`src/rtl/conv_window_mac.sv`:
```
// Convolution window multiply-accumulate: one output pixel per valid window, 3-cycle latency.
// Coefficients load serially into a shadow bank and commit to the active bank when complete.
module conv_window_mac #(
  parameter int unsigned DATA_WIDTH         = 8,
  parameter int unsigned KERNEL_ROW_SIZE    = 3,
  parameter int unsigned KERNEL_COLUMN_SIZE = 3,
  parameter int unsigned COEF_WIDTH         = 8,
  parameter int unsigned OUT_WIDTH          = 8
) (
  input  logic                                                     clk,
  input  logic                                                     rst_n,
  input  logic [KERNEL_ROW_SIZE*KERNEL_COLUMN_SIZE*DATA_WIDTH-1:0] in_matrix,
  input  logic                                                     valid_in,
  input  logic [COEF_WIDTH-1:0]                                    coef_in,
  input  logic                                                     coef_valid,
  input  logic [4:0]                                               shift_amt,
  input  logic                                                     relu_en,
  output logic [OUT_WIDTH-1:0]                                     out_point,
  output logic                                                     valid_out,
  output logic                                                     kernel_loaded,
  output logic                                                     sat_flag,
  output logic                                                     drop_flag
);

  localparam int unsigned N     = KERNEL_ROW_SIZE * KERNEL_COLUMN_SIZE;
  localparam int unsigned PW    = DATA_WIDTH + COEF_WIDTH + 1;
  localparam int unsigned SW    = PW + $clog2(N);
  localparam int unsigned CNT_W = (N > 1) ? $clog2(N) : 1;

  logic signed [COEF_WIDTH-1:0] shadow_q [N];
  logic signed [COEF_WIDTH-1:0] shadow_d [N];
  logic signed [COEF_WIDTH-1:0] active_q [N];
  logic signed [COEF_WIDTH-1:0] active_d [N];
  logic [CNT_W-1:0]             cnt_q, cnt_d;
  logic                         loaded_q, loaded_d;
  logic                         drop_q, drop_d;

  logic signed [PW-1:0]         prod_q [N];
  logic signed [PW-1:0]         prod_d [N];
  logic signed [SW-1:0]         row_q [KERNEL_ROW_SIZE];
  logic signed [SW-1:0]         row_d [KERNEL_ROW_SIZE];
  logic                         v1_q, v2_q;

  logic signed [SW-1:0]         total_c;
  logic signed [SW-1:0]         shifted_c;
  logic [OUT_WIDTH-1:0]         out_q, out_d;
  logic                         vout_q;
  logic                         sat_q, sat_d;
  logic                         accept_c;

  assign accept_c = valid_in & loaded_q;

  // Coefficient loader: the active bank only changes when the final index is written.
  always_comb begin
    shadow_d = shadow_q;
    active_d = active_q;
    cnt_d    = cnt_q;
    loaded_d = loaded_q;
    drop_d   = drop_q | (valid_in & ~loaded_q);
    if (coef_valid) begin
      shadow_d[cnt_q] = coef_in;
      if (cnt_q == CNT_W'(N - 1)) begin
        active_d = shadow_d;
        cnt_d    = '0;
        loaded_d = 1'b1;
      end else begin
        cnt_d = cnt_q + CNT_W'(1);
      end
    end
  end

  // Stage 1 products: pixels are unsigned, so widen with a zero MSB before the signed multiply.
  always_comb begin
    for (int i = 0; i < int'(N); i++) begin
      prod_d[i] = PW'($signed({1'b0, in_matrix[i*DATA_WIDTH +: DATA_WIDTH]})) * PW'(active_q[i]);
    end
  end

  always_comb begin
    for (int r = 0; r < int'(KERNEL_ROW_SIZE); r++) begin
      row_d[r] = '0;
      for (int c = 0; c < int'(KERNEL_COLUMN_SIZE); c++) begin
        row_d[r] = row_d[r] + SW'(prod_q[r*KERNEL_COLUMN_SIZE + c]);
      end
    end
  end

  // Stage 3: total, floor shift, optional ReLU, then clamp into the unsigned output range.
  always_comb begin
    total_c = '0;
    for (int r = 0; r < int'(KERNEL_ROW_SIZE); r++) begin
      total_c = total_c + row_q[r];
    end
    shifted_c = total_c >>> shift_amt;
    out_d     = out_q;
    sat_d     = sat_q;
    if (v2_q) begin
      if (shifted_c[SW-1]) begin
        out_d = '0;
        if (!relu_en) sat_d = 1'b1;
      end else if (|shifted_c[SW-1:OUT_WIDTH]) begin
        out_d = '1;
        sat_d = 1'b1;
      end else begin
        out_d = shifted_c[OUT_WIDTH-1:0];
      end
    end
  end

  always_ff @(posedge clk or negedge rst_n) begin
    if (!rst_n) begin
      for (int i = 0; i < int'(N); i++) begin
        shadow_q[i] <= '0;
        active_q[i] <= '0;
        prod_q[i]   <= '0;
      end
      for (int r = 0; r < int'(KERNEL_ROW_SIZE); r++) begin
        row_q[r] <= '0;
      end
      cnt_q    <= '0;
      loaded_q <= 1'b0;
      drop_q   <= 1'b0;
      v1_q     <= 1'b0;
      v2_q     <= 1'b0;
      out_q    <= '0;
      vout_q   <= 1'b0;
      sat_q    <= 1'b0;
    end else begin
      shadow_q <= shadow_d;
      active_q <= active_d;
      cnt_q    <= cnt_d;
      loaded_q <= loaded_d;
      drop_q   <= drop_d;
      v1_q     <= accept_c;
      v2_q     <= v1_q;
      if (accept_c) prod_q <= prod_d;
      if (v1_q) row_q <= row_d;
      out_q    <= out_d;
      vout_q   <= v2_q;
      sat_q    <= sat_d;
    end
  end

  assign out_point     = out_q;
  assign valid_out     = vout_q;
  assign kernel_loaded = loaded_q;
  assign sat_flag      = sat_q;
  assign drop_flag     = drop_q;

endmodule

```
`config.mk`:
```
export PLATFORM = sky130hd
export DESIGN_NAME = conv_window_mac
export DESIGN_NICKNAME = d
export VERILOG_FILES = /design/src/rtl/conv_window_mac.sv
export SDC_FILE = /design/constraint.sdc
export NUM_CORES = 2
export LEC_CHECK = 0
export ABC_CLOCK_PERIOD_IN_PS = 11100
export CORE_MARGIN = 2
export CORE_UTILIZATION = 65
export DETAILED_ROUTE_END_ITERATION = 6
export PLACE_DENSITY = 0.89
export SYNTH_ARGS = -nofsm -noshare
export SYNTH_HDL_FRONTEND = slang
export SYNTH_SLANG_ARGS = --single-unit
```
`constraint.sdc`:
```
create_clock -name clk -period 11.1 [get_ports clk]
set_input_delay 1.665 -clock clk [delete_from_list [all_inputs] [get_ports clk]]
set_output_delay 1.665 -clock clk [all_outputs]
set_load 0.01 [all_outputs]
```
==> results.cfg <==
[grt]
grt_pass1_wl_microns = 154800
grt_antenna_before_repair = 8
grt.total_usage_pct = 31.98
grt_pass1_vias = 30130
grt_max_degree = 113
grt_overflow = 0

[drt]
wl_per_cell_microns = 18.75
vias = 29690
met2_length_microns = 44920
drt_iter0_drc = 2359
routed.top_layer = met5
drc = 0
ant_nets = 0
wl_microns = 94710
wl_met1_microns = 38930
drt-pass1-iter-count = 6
via_per_inst = 5.879
dr_wl_met3_microns = 7254

[synth]
netlist_area_sq_um = 38400
async_flop_share_pct = 100.0
ys_types = 81
synth_warnings = 0
synthFlopType = dfrtp_1
synth_largest_area_cell = dfrtp_1
synth_cells = 4195
ys_top_cells_by_area = dfrtp_1 (24%), fa_1 (21%), ha_1 (15%)
synth_top_area_share_pct = 23.72
syn_area_per_cell_sq_um = 9.154
synth-seq-cells = 364
syn-num-nets = 5153
ys_seq_area_share_pct = 23.72
synth_edf_count = 0

[critical_path]
cp_max_fo = 8
required_ps = 11590
critPathKind = input port to flop
critPathArrivalTime_ps = 6890
end_kind = flop
start_kind = input port

[outcome]
status = finished, final reports clean

[clock_tree]
clockBufferDepth = 3
postCtsHoldBufs = 0
cts.htree.levels = 2
cts_sinks = 364
cts_buffers = 40
clkLatencyLatePin_ps = 570
post-cts-setup-buffers = 0
root_buffer = clkbuf_16
post_cts_resized = 0
clkTransAtPathRegs_ps = 70
cts_tree = yes

[timing]
post-route-min-period_ps = 6403
tightestPinTransition_ps = 1169
min_period_over_period_pct = 57.68
finClkSkew_ps = 24.56
final_hold_viol_count = 0
slew_viol_final = 0
slew_headroom_pct = 21.48
setup-violations-final = 0
rsz0062_at_grt = no
timing.fmax_mhz = 156.2
setup_tns_ps = 0

[finish]
mostFrequentLayoutCell = nand2_1
final_cell_mix = nand2_1 (736), inv_1 (650), ha_1 (461)
nets = 5203
layout-drive-gt1-share_pct = 4.401
syn_to_final_growth_pct = 8.074

[die]
start_util_pct = 65.44
fp.dieArea_sq_um = 61040
core_region_area_sq_um = 58690
fp.dieW_microns = 247.1
pin_count = 102
placementRows = 89
die_height_microns = 247.1

[placed_design]
hpwl_microns = 72010
routabilityCongestion = 0.9677
io_buffers = 101

[hold_path]
hp-class = flop to flop

[job]
drv_cap = 0
==> synthesized netlist by cell type, types with 21 or more instances <==
library cell / n
or3_1: 34
a21boi_0: 21
xnor2_1: 76
o21ai_0: 231
dfrtp_1: 364
nand2_1: 737
fa_1: 407
nand2b_1: 61
mux2i_1: 25
inv_1: 651
nor3_1: 38
nor2_1: 128
clkbuf_1: 96
a211oi_1: 24
mux2_2: 77
o31ai_1: 30
xor2_1: 58
a21o_1: 28
nand3_1: 48
a21oi_1: 81
ha_1: 461
and2_1: 308
==> worst max-delay path, cell delays in order <==
cell and delay (ps):
clkdlybuf4s50_1 570, and2_1 250, ha_1 330, fa_1 480, ha_1 320, inv_1 100, fa_1 410, inv_1 80
ha_1 170, inv_1 70, fa_1 460, nor2b_1 130, o21ai_0 120, a21boi_0 340, o21ai_0 180, a21boi_0 270
o21ai_0 120, nand2b_1 150, a311oi_1 130, or3_1 380, a31oi_1 160
==> final cells by class <==
| class | count | area, sq um |
|---|---|---|
| sequential | 364 | 9110 |
| timing repair buffer | 114 | 1114 |
| inverter | 654 | 2455 |
| clock inverter | 19 | 289.0 |
| multi-input combinational | 3071 | 26450 |
| fill | 4064 | 17180 |
| clock buffer | 50 | 1110 |
| antenna | 5 | 12.51 |
| tap | 773 | 967.2 |
==> path summary, 6_finish.rpt <==
check,start,end,slack (ps),depth (start not counted)
hold reg to reg,shadow_q[11],active_q[11],460,2
setup / recovery,in_matrix[60],prod_q[33],4700,21
hold / removal,shadow_q[11],active_q[11],460,2
min in group asynchronous,rst_n,out_point[1],990,1
setup reg to reg,active_q[19],prod_q[50],5840,18
max in group asynchronous,rst_n,prod_q[147],7690,3
==> through the flow <==
step	setup WS (ps)	hold slack, ps	area, sq um	utilization (%)	std cells
floorplan	5432	351.9	38400	-	4195
global placement	4543	441.8	40090	68.32	4976
detailed placement	4342	450.6	40090	68.32	4976
CTS	4744	463.1	41490	70.70	5045
global route	4381	478.7	41490	70.70	5045
finish	4697	458.9	41500	70.72	5050
==> metal layers <==
layer | global-route usage [%] | vias up
met5 | 0 | -
met4 | 11.68 | 10
met3 | 5.112 | 247
met2 | 52.41 | 1146
met1 | 43.18 | 14720
li1 | - | 13560
==> cells by family (layout without fill, tap and decap cells) <==
group / Yosys count / after routing / share of synthesized area, %
buf+inv: 760 / 837 / 7.461
other cells: 0 / 5 / 0
flops: 364 / 364 / 23.72
mux: 104 / 104 / 3.027
compound gates: 566 / 566 / 9.559
simple gates: 1399 / 1399 / 16.94
xor+xnor: 134 / 134 / 3.056
fa+ha+maj: 868 / 868 / 36.24
==> sequential cells by signal (all words and copies together) (netlist names) <==
name / cells
active_q: 72
cnt_q: 4
drop_flag: 1
kernel_loaded: 1
out_point: 8
prod_q: 153
row_q: 57
sat_flag: 1
shadow_q: 64
v1_q: 1
v2_q: 1
valid_out: 1
Power is left out: the tool's default activity adds up to more than one toggle a clock period on the data nets, which glitch-free logic cannot reach.
